**config.mk**
```make
export PLATFORM = sky130hd
export DESIGN_NAME = codel_dequeue
export DESIGN_NICKNAME = d
export VERILOG_FILES = /design/src/rtl/codel_pkg.sv /design/src/rtl/codel_dequeue_counter.sv /design/src/rtl/codel_dequeue.sv
export SDC_FILE = /design/constraint.sdc
export NUM_CORES = 1
export LEC_CHECK = 0
export CAP_MARGIN = 10
export CORE_MARGIN = 10
export CORE_UTILIZATION = 40
export DETAILED_ROUTE_END_ITERATION = 10
export DONT_BUFFER_PORTS = 1
export PLACE_DENSITY = 0.61
export REMOVE_ABC_BUFFERS = 1
export SLEW_MARGIN = 20
export SYNTH_ARGS = -nofsm -noshare
export SYNTH_HDL_FRONTEND = slang
export SYNTH_SLANG_ARGS = --single-unit
export TNS_END_PERCENT = 10
```
**constraint.sdc**
```tcl
create_clock -name clk -period 4.4 [get_ports clk]
set_input_delay 0.44 -clock clk [delete_from_list [all_inputs] [get_ports clk]]
set_output_delay 0.44 -clock clk [all_outputs]
set_load 0.05 [all_outputs]
```
**src/rtl/codel_pkg.sv**
```systemverilog
// rtl/codel_pkg.sv - state encoding and default constants for the CoDel dequeue stage
package codel_pkg;

   typedef enum logic [1:0] {
      IDLE     = 2'd0,
      OBSERVE  = 2'd1,
      DROPPING = 2'd2
   } codel_state_e;

   localparam int DEFAULT_TS_WIDTH = 16;
   localparam int DEFAULT_TARGET   = 5;
   localparam int DEFAULT_INTERVAL = 100;

endpackage

```
**src/rtl/codel_dequeue_counter.sv**
```systemverilog
// rtl/codel_dequeue_counter.sv - modulo-NUM_COUNT up counter with synchronous active-high reset
module codel_dequeue_counter #(
   parameter int  NUM_COUNT = 65536,
   localparam int W         = (NUM_COUNT > 1) ? $clog2(NUM_COUNT) : 1
) (
   input  logic         clk,
   input  logic         reset,
   input  logic         i__inc,
   output logic [W-1:0] o__count
);

   logic [W-1:0] count_q;

   always_ff @(posedge clk) begin
      if (reset) begin
         count_q <= '0;
      end else if (i__inc) begin
         count_q <= (count_q == W'(NUM_COUNT - 1)) ? '0 : count_q + W'(1);
      end
   end

   assign o__count = count_q;

endmodule

```
**src/rtl/codel_dequeue.sv**
```systemverilog
// rtl/codel_dequeue.sv - CoDel head-drop stage between an FWFT FIFO and a one-entry output register
module codel_dequeue
   import codel_pkg::*;
#(
   parameter int DATA_WIDTH = 64,
   parameter int TS_WIDTH   = DEFAULT_TS_WIDTH,
   parameter int TARGET     = DEFAULT_TARGET,
   parameter int INTERVAL   = DEFAULT_INTERVAL
) (
   input  logic                  clk,
   input  logic                  reset,
   input  logic                  i__head_valid,
   input  logic [DATA_WIDTH-1:0] i__head_data,
   output logic                  o__head_ready,
   output logic                  o__data_out_valid,
   output logic [DATA_WIDTH-1:0] o__data_out,
   input  logic                  i__data_out_ready,
   output logic [TS_WIDTH-1:0]   o__now,
   output logic                  o__drop_pulse,
   output logic                  o__dropping,
   output logic [31:0]           o__drop_count
);

   localparam logic [TS_WIDTH-1:0] TARGET_TS   = TS_WIDTH'(TARGET);
   localparam logic [TS_WIDTH-1:0] INTERVAL_TS = TS_WIDTH'(INTERVAL);

   codel_state_e          state_q, state_d;
   logic [TS_WIDTH-1:0]   first_above_q, first_above_d;
   logic [TS_WIDTH-1:0]   drop_next_q, drop_next_d;
   logic                  out_valid_q, out_valid_d;
   logic [DATA_WIDTH-1:0] out_data_q, out_data_d;
   logic [31:0]           drop_count_q, drop_count_d;

   logic [TS_WIDTH-1:0]   now;
   logic [TS_WIDTH-1:0]   sojourn;
   logic [TS_WIDTH-1:0]   first_above_diff;
   logic [TS_WIDTH-1:0]   drop_next_diff;
   logic                  pop;
   logic                  above;
   logic                  first_above_hit;
   logic                  drop_next_hit;
   logic                  drop;

   codel_dequeue_counter #(
      .NUM_COUNT (1 << TS_WIDTH)
   ) u_now_counter (
      .clk      (clk),
      .reset    (~reset),
      .i__inc   (1'b1),
      .o__count (now)
   );

   assign o__head_ready = reset & (~out_valid_q | i__data_out_ready);
   assign pop           = i__head_valid & o__head_ready;
   assign sojourn       = now - i__head_data[TS_WIDTH-1:0];
   assign above         = (sojourn >= TARGET_TS);

   // A deadline is reached once the signed distance past it is non-negative, which survives wrap.
   assign first_above_diff = now - first_above_q;
   assign drop_next_diff   = now - drop_next_q;
   assign first_above_hit  = ~first_above_diff[TS_WIDTH-1];
   assign drop_next_hit    = ~drop_next_diff[TS_WIDTH-1];

   always_comb begin
      state_d       = state_q;
      first_above_d = first_above_q;
      drop_next_d   = drop_next_q;
      drop          = 1'b0;
      case (state_q)
         IDLE: begin
            if (pop && above) begin
               state_d       = OBSERVE;
               first_above_d = now + INTERVAL_TS;
            end
         end
         OBSERVE: begin
            if (!i__head_valid) begin
               state_d = IDLE;
            end else if (pop) begin
               if (!above) begin
                  state_d = IDLE;
               end else if (first_above_hit) begin
                  drop        = 1'b1;
                  state_d     = DROPPING;
                  drop_next_d = now + INTERVAL_TS;
               end
            end
         end
         DROPPING: begin
            if (!i__head_valid) begin
               state_d = IDLE;
            end else if (pop) begin
               if (!above) begin
                  state_d = IDLE;
               end else if (drop_next_hit) begin
                  drop        = 1'b1;
                  drop_next_d = drop_next_q + INTERVAL_TS;
               end
            end
         end
         default: state_d = IDLE;
      endcase
   end

   always_comb begin
      out_valid_d  = out_valid_q;
      out_data_d   = out_data_q;
      drop_count_d = drop_count_q;
      if (pop && !drop) begin
         out_valid_d = 1'b1;
         out_data_d  = i__head_data;
      end else if (i__data_out_ready) begin
         out_valid_d = 1'b0;
      end
      if (drop && (drop_count_q != '1)) begin
         drop_count_d = drop_count_q + 32'd1;
      end
   end

   always_ff @(posedge clk) begin
      if (!reset) begin
         state_q       <= IDLE;
         first_above_q <= '0;
         drop_next_q   <= '0;
         out_valid_q   <= 1'b0;
         out_data_q    <= '0;
         drop_count_q  <= '0;
      end else begin
         state_q       <= state_d;
         first_above_q <= first_above_d;
         drop_next_q   <= drop_next_d;
         out_valid_q   <= out_valid_d;
         out_data_q    <= out_data_d;
         drop_count_q  <= drop_count_d;
      end
   end

   assign o__now            = now;
   assign o__data_out_valid = out_valid_q;
   assign o__data_out       = out_data_q;
   assign o__drop_pulse     = drop;
   assign o__dropping       = reset & (state_q == DROPPING);
   assign o__drop_count     = drop_count_q;

endmodule

```
; ---- Word level (Yosys, flattened, before mapping)
; Index checks and enable logic that the tools add are counted.
[word_totals]
output_inout_bits = 116
input_bits = 68
register_bits = 147
elab_cells = 78
[classes]
n_eq_ne = 17
n_reduce_logical = 11
n_mux = 29
n_addsub = 7
magnitude_cmp = 1
n_bitwise = 6
[op_table]
columns = cell, count
row1 = 16-bit 2-to-1 mux, 8
row2 = 16-bit subtractor, 3
row3 = 16-bit by 7-bit adder with 16-bit output (second input constant), 2
row4 = 32-bit by 1-bit adder with 32-bit output (second input constant), 1
row5 = 32-bit != test (second input constant), 1
row6 = 16-bit case mux with 2 select lines, 1
row7 = 2-bit != test (second input constant), 9
row8 = 16-bit by 1-bit adder with 16-bit output (second input constant), 1
row9 = 16-bit equality test (second input constant), 1
row10 = 16-bit by 3-bit greater-or-equal comparator with 1-bit output (second input constant), 1
row11 = 2-bit 2-to-1 mux, 8
row12 = 1-bit 2-to-1 mux, 10
row13 = 3-bit != test (second input constant), 3
row14 = 9-bit AND reduction, 1
row15 = 2-bit case mux with 3 select lines, 1
row16 = 5-bit AND reduction, 1
row17 = 4-bit != test (second input constant), 1
row18 = 2-bit nonzero test, 2
row19 = 1-bit AND, 3
row20 = 1-bit logical AND, 3
row21 = 2-bit by 1-bit equality test with 1-bit output (second input constant), 1
row22 = 2-bit equality test (second input constant), 1
row23 = 2-bit logical NOT, 1
row24 = 1-bit inverter, 2
row25 = other kinds (5), 5

; ---- Longest topological paths before layout
; Gate-level depths: netlist of run 1.
[logic_depth]
depth_word = 10
mapped_depth = 15
depth_no_buf = 12

; ---- By module
; From an unflattened synthesis of run 1, not the netlist that was laid out.
[hier_totals]
hier_cells = 1056
hier_area_um2 = 8296.7
[modules_own_cells]
columns = module, cells_each, area_each_um2, seq_area_each_um2, n_inst
row1 = codel_dequeue, 971, 7551.0, 2622.5, 1
row2 = codel_dequeue_counter, 85, 745.7, 320.3, 1

; ---- Least setup slack after synthesis of run 1
; Ideal clock, no wire load.
[synth_timing]
path_type = reg-to-output
from = register u_now_counter.count_q[0] (netlist: u_now_counter.o__count[0])
to = output o__drop_pulse
arrival_time_ps = 3671
setup_slack_ps = 289
path_buffers = 2
path_stages_with_launch = 14
required_ps = 3960
path_cell_list = dfxtp_1 > inv_1 > ha_1 > fa_1 > nor2b_1 > o211a_1 > o211a_1 > a211oi_1 > a2111o_1 > or4_4 > o21ai_4 > buf_6 > buf_8 > nor2_1
[synth_via]
elab_chain_len = 6
word_cells_on_any_way = 13
classes_between = 3 x add/sub / 1 x order compare / 9 x mux
[synth_lines]
columns = item, line
row1 = "start, declared", codel_dequeue_counter.sv:12  ; logic [W-1:0] count_q;
row2 = "start signal, assigned", codel_dequeue_counter.sv:18  ; count_q <= (count_q == W'(NUM_COUNT - 1)) ? '0 : count_q + W'(1);
row3 = "16-bit subtractor, on equally long branches", "codel_dequeue.sv:55, codel_dequeue.sv:60, codel_dequeue.sv:59"
row4 = "16-bit by 3-bit greater-or-equal comparator with 1-bit output, or another cell as far along", codel_dequeue.sv:56  ; assign above = (sojourn >= TARGET_TS);
row5 = "1-bit 2-to-1 mux, on equally long branches", "codel_dequeue.sv:93, codel_dequeue.sv:80"
row6 = "1-bit 2-to-1 mux, on equally long branches", "codel_dequeue.sv:92, codel_dequeue.sv:79"
row7 = "1-bit 2-to-1 mux, on equally long branches", "codel_dequeue.sv:90, codel_dequeue.sv:77"
row8 = 1-bit case mux with 2 select lines *, codel_dequeue.sv:69  ; case (state_q)
row9 = "end, declared", codel_dequeue.sv:19  ; output logic o__drop_pulse,
; Mark *: on every way between the ends. The rest lies on a longest branch, timed or not.

; ---- Worst setup path in the final report of run 1
[layout_timing]
from = register u_now_counter.count_q[2] (netlist: u_now_counter.o__count[2])
to = output o__drop_pulse
; The elaborated chain is that of the path after synthesis.

==> impl_metrics.json, run 1 <==
{
  "worstSetupEndpoint": "o__drop_pulse",
  "vdd_drop_max_uv": 184,
  "fin_cells": 1346,
  "clock_path_buffers": 2,
  "cts_setup_buffers": 0,
  "max_slew_margin_pct": 36.2,
  "clock_latency_ns": 0.43,
  "fin_crit_ns": 4.02,
  "finalInstanceArea_um2": 9330,
  "ctsHtreeMaxLevel": 4,
  "root_buffer": "clkbuf_16",
  "place_ws_ns": 0.719,
  "ctsHoldBuffers": 0,
  "drt_wl_total_um": 25600,
  "drc_errors": 0,
  "reg2reg_slack_ns": 0.80,
  "n_fill_cell": 2155,
  "vias_per_cell": 5.82,
  "outcome": "completed",
  "critical_path.max_stage_delay_ns": 0.55,
  "synth_compound_area_share_pct": 24.3,
  "cp.required_ns": 3.96,
  "grt_pass1_wl_um": 40300,
  "crit_type": "reg2out",
  "multi_input_area_um2": 4980,
  "num_vias": 7829,
  "finalHoldViolations": 0,
  "synth-simple-area-share_pct": 20.8,
  "start_util_pct": 40.5,
  "die-area_um2": 27500,
  "ys_ff_latch": 147,
  "worstSetupStartpoint": "u_now_counter.o__count[2]$_SDFF_PP0_",
  "yosysSeqAreaShare_pct": 34.6,
  "drtIter0Drc": 745,
  "tns_ns": 0,
  "reg2reg_depth": 11,
  "synthAdderAreaFrac_pct": 7.60,
  "clkTransAtPathRegs_ns": 0.07,
  "setup_ws_ns": 0.380,
  "arrival_ns": 3.58,
  "first_pass_iters": 5,
  "regToRegEndpoint": "o__drop_count[16]$_SDFFE_PN0P_",
  "synth_xor_area_share_pct": 3.51,
  "grt_max_degree": 69,
  "antenna_found_initial": 0,
  "whs_ns": 0.154,
  "cellPowerDensity_nw_per_um2": 352,
  "ios": 184,
  "fin_nets": 1177,
  "worst_pin_slew_ns": 0.954,
  "wire_per_inst_um": 19.0,
  "critPathSlowestCell": "or4_4",
  "fmax_mhz": 249,
  "use_met1_pct": 23.0,
  "clock-sinks": 147,
  "placed_cells": 1314,
  "setup_viol": 0,
  "worstPathMaxFanout": 6,
  "synth_mux_area_share_pct": 2.12,
  "cts_tree": "built",
  "place_congestion": 0.850,
  "die_x_um": 166,
  "globalRouteMet3Util_pct": 4.97,
  "slew_viol_final": 0,
  "core_area_um2": 21000,
  "synthDistinctLibCells": 67,
  "fp.dieH_um": 166,
  "grtUsageMet2_pct": 27.4,
  "total_power_mw": 3.29,
  "cts_made_buffers": 17,
  "grt_overflow": 0,
  "ys.flop_type": "dfxtp_1",
  "portBuffers": 0,
  "core.rowCount": 53,
  "grt.busiest_layer": "met2",
  "utilization_pct": 44.5,
  "syn_inst": 1079,
  "synth_edf_count": 0,
  "first_global_vias": 7094,
  "power_leakage_nw": 3.41,
  "reg2reg_from": "u_now_counter.o__count[2]$_SDFF_PP0_",
  "asyncSetResetFlopFracSynth_pct": 0,
  "syn2layout_area_growth_pct": 9.85,
  "dp_hpwl_um": 18300,
  "max_cap_viol_count": 0,
  "ant_nets": 0,
  "grt_use_total_pct": 17.6,
  "skew_ns": 0.0104,
  "syn_area_um2": 8500,
  "crit_chain": "ha_1 > nor2b_1 > o211a_1 > o21ai_0 > a211oi_1 > a2111o_1 > or4_4 > o21ai_4 > nor2_1 > buf_4",
  "drive_gt1_share_pct": 9.24,
  "hold_start": "i__head_data[3]",
  "hold_class": "in2reg",
  "grt_setup_unrepaired": "false",
  "antennaDiodeCount": 0,
  "placed_cell_area_um2": 8770,
  "cts_resized": 0,
  "ys_warn_count": 0,
  "synth_top_family_by_area": "compound AO/OA/AOI/OAI gates",
  "cp-end-kind": "output port",
  "regArea_um2": 2940,
  "cp-start-kind": "flop",
  "fin_crit_sh_pct": 91.4,
  "synthesis.area_per_instance_um2": 7.87
}
sequential cells by signal, indices dropped and copies added (netlist names):
register                cells
o__data_out_valid           1
o__data_out                64
state_q                     2
u_now_counter.o__count     16
first_above_q              16
drop_next_q                16
o__drop_count              32
worst max-delay path: cells and delay by family, from the launching register on:
kind / cells / cell delay [ns]
simple gates: 3 / 0.82
fa+ha+maj: 1 / 0.33
buf+inv: 1 / 0.19
compound gates: 5 / 1.37
flops: 1 / 0.45
cell type report:
class                   count  area share (%)
inverters                  63            2.55
repair buffers             33            2.79
multi-input cells         796            53.4
clock inverters            15            1.50
flip-flops and latches    147            31.5
well taps                 275            3.69
clock buffers              17            4.56
worst min-delay path by stage:
stage / depth (start not counted) / slack, ns / end
floorplan: 2 / 0.43 / first_above_q[0]$_SDFFE_PN0P_
global placement: 2 / 0.44 / first_above_q[0]$_SDFFE_PN0P_
detailed placement: 2 / 0.45 / drop_next_q[1]$_SDFFE_PN0P_
CTS: 2 / 0.14 / o__data_out[0]$_SDFFE_PN0P_
global route: 1 / 0.14 / drop_next_q[2]$_SDFFE_PN0P_
finish: 2 / 0.15 / o__data_out[3]$_SDFFE_PN0P_
cells in the mapped netlist, drive strengths merged, types with 2 or more instances:
cell type | instances | area (um^2)
nor3b | 3 | 22.5
nand2b | 16 | 100
o32ai | 7 | 61.3
a211oi | 20 | 150
nand2 | 83 | 312
o21ai | 104 | 558
nand3 | 95 | 475
a21o | 11 | 82.6
dfxtp | 147 | 2940
nor4 | 5 | 37.5
or2 | 3 | 18.8
xor2 | 18 | 158
clkbuf | 55 | 206
o211a | 4 | 40.0
o211ai | 4 | 30.0
and4 | 5 | 43.8
a21oi | 135 | 706
a31oi | 6 | 43.8
o22ai | 4 | 25.0
a211o | 3 | 26.3
o311ai | 3 | 26.3
nand4 | 22 | 138
a31o | 2 | 17.5
nor2 | 59 | 221
inv | 63 | 236
nor2b | 4 | 25.0
or3 | 14 | 87.6
o41ai | 3 | 26.3
o21a | 4 | 30.0
nor3 | 18 | 90.1
and3 | 13 | 81.3
or4 | 7 | 56.3
o221a | 2 | 22.5
xnor2 | 16 | 140
and2 | 4 | 25.0
o31ai | 14 | 105
mux2i | 18 | 180
buf | 18 | 154
ha | 50 | 626
layer usage:
metal	part of all wire, %	vias up
li1	-	3854
met5	0	-
met1	45	3683
met4	1.4	0
met3	8.0	25
met2	46	267
cell usage in the layout (no fill, tap or decap), types with 8 or more instances in the layout:
master     count
a21o_1        11
o31ai_1       14
and3_1        12
dfxtp_1      147
xor2_1        18
nand2_1       82
a21oi_1      126
nand3_1       95
nor2_1        59
or3_1         14
nand4_1       22
o21ai_0       92
inv_1         62
nand2b_1      16
mux2i_1       18
clkbuf_16     17
ha_1          50
a21oi_2        8
a211oi_1      20
buf_4         32
nor3_1        18
xnor2_1       16
power breakdown:
part	leakage, nW	internal [mW]	switching (mW)
clock	0.274	0.749	0.664
combinational	1.94	0.117	0.237
sequential	1.19	1.38	0.140
kinds of logic after synthesis:
kind of cell,Yosys count
adder cells (fa/ha/maj),51
multiplexers,18
XOR/XNOR,34
flip-flops,147
AO/OA/AOI/OAI,338
AND/OR/NAND/NOR,355
buffers and inverters,136
Note: power is estimated with default switching activity, not from simulation.
==> run 2: changes to the inputs <==
--- a/config.mk
+++ b/config.mk
@@ -12,6 +12,7 @@
 export DONT_BUFFER_PORTS = 1
 export PLACE_DENSITY = 0.61
 export REMOVE_ABC_BUFFERS = 1
+export SKIP_LAST_GASP = 1
 export SLEW_MARGIN = 20
 export SYNTH_ARGS = -nofsm -noshare
 export SYNTH_HDL_FRONTEND = slang
==> results of run 2 <==
Same layout as run 1: the final DEF is identical, and so are final timing and power.
==> patch 1, RTL diff (flow settings as in run 1) <==
The parameter `DATA_WIDTH` goes from 64 to 60.
--- a/src/rtl/codel_dequeue.sv
+++ b/src/rtl/codel_dequeue.sv
@@ -2,7 +2,7 @@
 module codel_dequeue
    import codel_pkg::*;
 #(
-   parameter int DATA_WIDTH = 64,
+   parameter int DATA_WIDTH = 60,
    parameter int TS_WIDTH   = DEFAULT_TS_WIDTH,
    parameter int TARGET     = DEFAULT_TARGET,
    parameter int INTERVAL   = DEFAULT_INTERVAL
Ports: changed (resized i__head_data and o__data_out); port bits go from 184 to 176. No check against the original RTL was run, so the function may have changed too.
==> patch 1 against run 1 <==
Cell area shrank 5.4%; wire length shrank 14%; count of clock-buffer cells in the layout is the same; global-route usage shrank 1.0 points; synthesized area shrank 6.7%; setup slack lost 0.089 ns; sequential cell count shrank 4; via count shrank 12%; sequential share of layout area grew 0.88 points; clock skew shrank 0.0014 ns; largest cell class unchanged.
Power is not compared: it rests on default switching activity, and its combinational part moved more than twofold at a synthesized area within 25%.
==> patch 1: results <==
setup_path:
  crit_fanout: 7
  crit_family: "simple AND/OR/NAND/NOR gates"
  reg2reg_slack_ns: 0.66
  r2r_end: "o__data_out[3]"
  r2r_start: "u_now_counter.o__count[10]"
  crit_arrival_ns: 3.67
  cpPeakStageDelay_ns: 0.60
  ff2ff_path_depth: 11
cells_and_area:
  layout.nets: 1134
  multi_input_comb_area_um2: 4560
  fillers: 1953
  largest_reg_flops: 60
  diodes: 0
  nNonClkInverters: 67
  regArea_um2: 2860
  num-multi-input-gates: 761
  n_all_buffers: 29
  nFlopsAndLatches: 143
  buf_share_pct: 2.75
  clk_share_pct: 6.66
  drive_above_1_share_pct: 7.07
synth:
  yosysSeqAreaShare_pct: 36.1
  synthTopCellsByCount: "nand2_1, dfxtp_1, o21ai_0, inv_1, nand3_1"
  syn_avg_cell_area_um2: 7.80
  netlist_top_cells_area: "dfxtp_1, nand2_1, ha_1, o21ai_0, nand3_1"
  synthDistinctLibCells: 63
floorplanning:
  core_area_um2: 19500
placement:
  dp_cells: 1265
  place_congestion: 0.815
  dp_hpwl_um: 15900
  placed_area_um2: 8240
  dpl_worst_slack_ns: 0.622
detailed_routing:
  wirelength_um: 21900
  routedWlPerCell_um: 16.8
  initialDrtViolationCount: 406
  vias: 6920
timing:
  slew_headroom_pct: 55.4
  whs_ns: 0.120
  finalClockSkew_ns: 0.00903
  worst_slack_ns: 0.291
clock_tree:
  tritoncts.num_buffers: 17
  cts_tree: "done"
global_route:
  grt_max_degree: 121
  grt_pass1_wl_um: 35100
  track_usage_pct: 16.5
  grt_pass1_vias: 6574
  antenna_found_initial: 0
min_path:
  hold_end: "o__data_out[7]"
  worstHoldStart: "i__head_data[7]"
power_and_ir_drop:
  power_density_nw_per_um2: 490
status:
  status: "finished clean"
==> patch 1: changes by cell type after synthesis, moves of 10 or more <==
cell      delta
nor2_1      -12
a21oi_1     -74
o21ai_0     -16
o21ai_1     +42
a211oi_1    -15
or3_1       +10
clkbuf_1    -34
nand4_1     -11
nand2_1    +101
nand3_1     -40
==> patch 1: cell families after synthesis <==
group	Yosys count	synth area share, %
buffers and inverters	113	6.52
adders and majority gates	51	8.14
and+or+nand+nor	404	24.5
xor gates and xnor gates	37	4.09
AOI/OAI and AO/OA	257	19.2
DFF	143	36.1
muxes	12	1.52
==> patch 1: power by group <==
group | internal [mW] | leakage (nW) | switching (mW)
sequential | 1.47 | 1.17 | 0.524
clock | 0.841 | 0.280 | 0.610
combinational | 0.325 | 1.94 | 0.557
total | 2.63 | 3.38 | 1.69
==> patch 1: per-layer routing <==
metal  track usage (%)  vias up  wire (µm)
li1                  -     3555          -
met1              20.2     3176       9690
met2              26.9      166      10100
met3              5.09       23       1690
met4              5.87        0        337
met5                 0        -          0
==> patch 2, RTL diff (flow settings as in run 1) <==
Without the edit above. Make the reset (`reset`) asynchronous in 2 clocked blocks. Comments in the files are not updated.
--- a/src/rtl/codel_dequeue_counter.sv
+++ b/src/rtl/codel_dequeue_counter.sv
@@ -11,7 +11,7 @@
 
    logic [W-1:0] count_q;
 
-   always_ff @(posedge clk) begin
+   always_ff @(posedge clk or posedge reset) begin
       if (reset) begin
          count_q <= '0;
       end else if (i__inc) begin
--- a/src/rtl/codel_dequeue.sv
+++ b/src/rtl/codel_dequeue.sv
@@ -117,7 +117,7 @@
       end
    end
 
-   always_ff @(posedge clk) begin
+   always_ff @(posedge clk or negedge reset) begin
       if (!reset) begin
          state_q       <= IDLE;
          first_above_q <= '0;
Behaviour: differs if reset is asserted again (counterexample within 4 cycles, from zero or initial values and one cycle with reset low); with reset held inactive, the same outputs for 4 cycles.
==> patch 2 against run 1 <==
The flow now finishes with violations (hold timing); critical path depth is 2 higher; final cell count down 17%; setup slack improved by 0.068 ns; wire length fell by 16%; maximum frequency grew 1.7%; synthesized area rose by 0.49%; cell area rose by 1.4%; sequential cell count did not move; synthesized cell count shrank 25%; critical path type unchanged; highest routed layer unchanged.
Power is not compared: it rests on default switching activity, and its combinational part moved more than twofold at a synthesized area within 25%.
==> patch 2: results <==
cells_and_area:
  finalNonFillerCells: 1115
  layout.nets: 946
  drive_above_1_share_pct: 16.5
  final_cell_area_um2: 9460
  fillers: 1953
placement:
  dp_hpwl_um: 16300
  dp_cells: 1082
  place_congestion: 0.854
  placed_area_um2: 8870
  dpl_worst_slack_ns: 0.526
timing:
  slew_headroom_pct: 49.9
  whs_ns: -0.00197
  final_hold_viol_count: 2
  finalClockSkew_ns: 0.0111
synth:
  synthTopCellsByCount: "dfrtp_1, nand2_1, inv_1, mux2_4, a21oi_1"
  yosysSeqAreaShare_pct: 43.1
  synth_flop_cell: "dfrtp_1"
  syn_inst: 811
  ys_async_sr_fraction_pct: 100
  netlist_top_cells_area: "dfrtp_1, mux2_4, ha_1, xor2_1, xnor2_1"
  synthDistinctLibCells: 68
status:
  status: "complete, but fails checks"
  violations: "hold timing"
global_route:
  grt_pass1_vias: 5778
  use_met1_pct: 20.1
  track_usage_pct: 15.3
  grt_max_degree: 148
  grt_util_met3_pct: 4.52
  grt_pass1_wl_um: 34100
  global_route.usage.met2_pct: 23.7
clock_tree:
  hold_buffers: 1
  worst_skew_pair.late_latency_ns: 0.43
  cts_resized: 0
  clk_pin_slew_ns: 0.07
setup_path:
  r2r_start: "u_now_counter.o__count[0]"
  ff2ff_path_depth: 14
  crit_arrival_ns: 3.51
  crit_fanout: 7
detailed_routing:
  viasPerCell: 5.28
  wl_met1_um: 9800
  routedWlPerCell_um: 19.2
  initialDrtViolationCount: 387
  firstDrtPassIters: 4
  dr_wl_met2_um: 9930
  wl_met3_um: 1480
min_path:
  hold_path_class: "primary input to asynchronous set/reset pin"
[patch 2: changes by cell type after synthesis, moves of 14 or more]
cell	delta
clkbuf_1	-42
mux2_4	+60
dfxtp_1	-147
xor2_1	+15
dfrtp_1	+147
xnor2_1	+16
o21ai_0	-62
a211oi_1	-17
a21oi_1	-74
nand2_1	-14
nand3_1	-69
[patch 2: logic make-up (layout without fill, tap and decap cells)]
logic type	count (synthesis)	in the layout	synth area share (%)
simple gates	231	231	13.3
compound gates	150	150	11.4
flops	147	147	43.1
buf+inv	91	120	5.35
mux	75	75	12.5
xor+xnor	66	66	6.86
fa+ha+maj	51	51	7.56
[patch 2: area by class of cell]
type                            instances  area share [%]
Clock inverter                         15            1.52
Sequential cell                       147            38.9
Multi-Input combinational cell        573            46.6
Clock buffer                           17            4.49
Timing Repair Buffer                   24            2.38
Tap cell                              275            3.64
Inverter                               64            2.54
[patch 2: final timing paths]
kind / to / slack, ns
max: o__drop_pulse / 0.45
min: o__drop_count[15] / -0.002
max reg2reg: o__data_out[23] / 0.53
min reg2reg: first_above_q[1] / 0.50
max in group asynchronous: u_now_counter.o__count[13] / 3.81
min in group clk: o__data_out[14] / 0.15
[patch 2: critical path: stages, from the launching register on]
cell,delay [ns]
dfrtp_1,0.35
inv_1,0.09
ha_1,0.21
fa_1,0.50
a211oi_1,0.07
a221oi_1,0.21
nand4_1,0.12
a211oi_1,0.23
nand4_1,0.15
nor4_2,0.38
and4_1,0.49
nor3_2,0.06
buf_4,0.22
[patch 2: power by group through the flow]
stage	registers (mW)	logic, mW	clock network, mW
6_report	2.24	0.833	1.40
2_1_floorplan	2.20	0.658	0
3_3_place_gp	2.27	0.782	0
5_1_grt	2.28	0.948	1.50
3_5_place_dp	2.27	0.808	0
4_1_cts	2.25	0.842	1.44
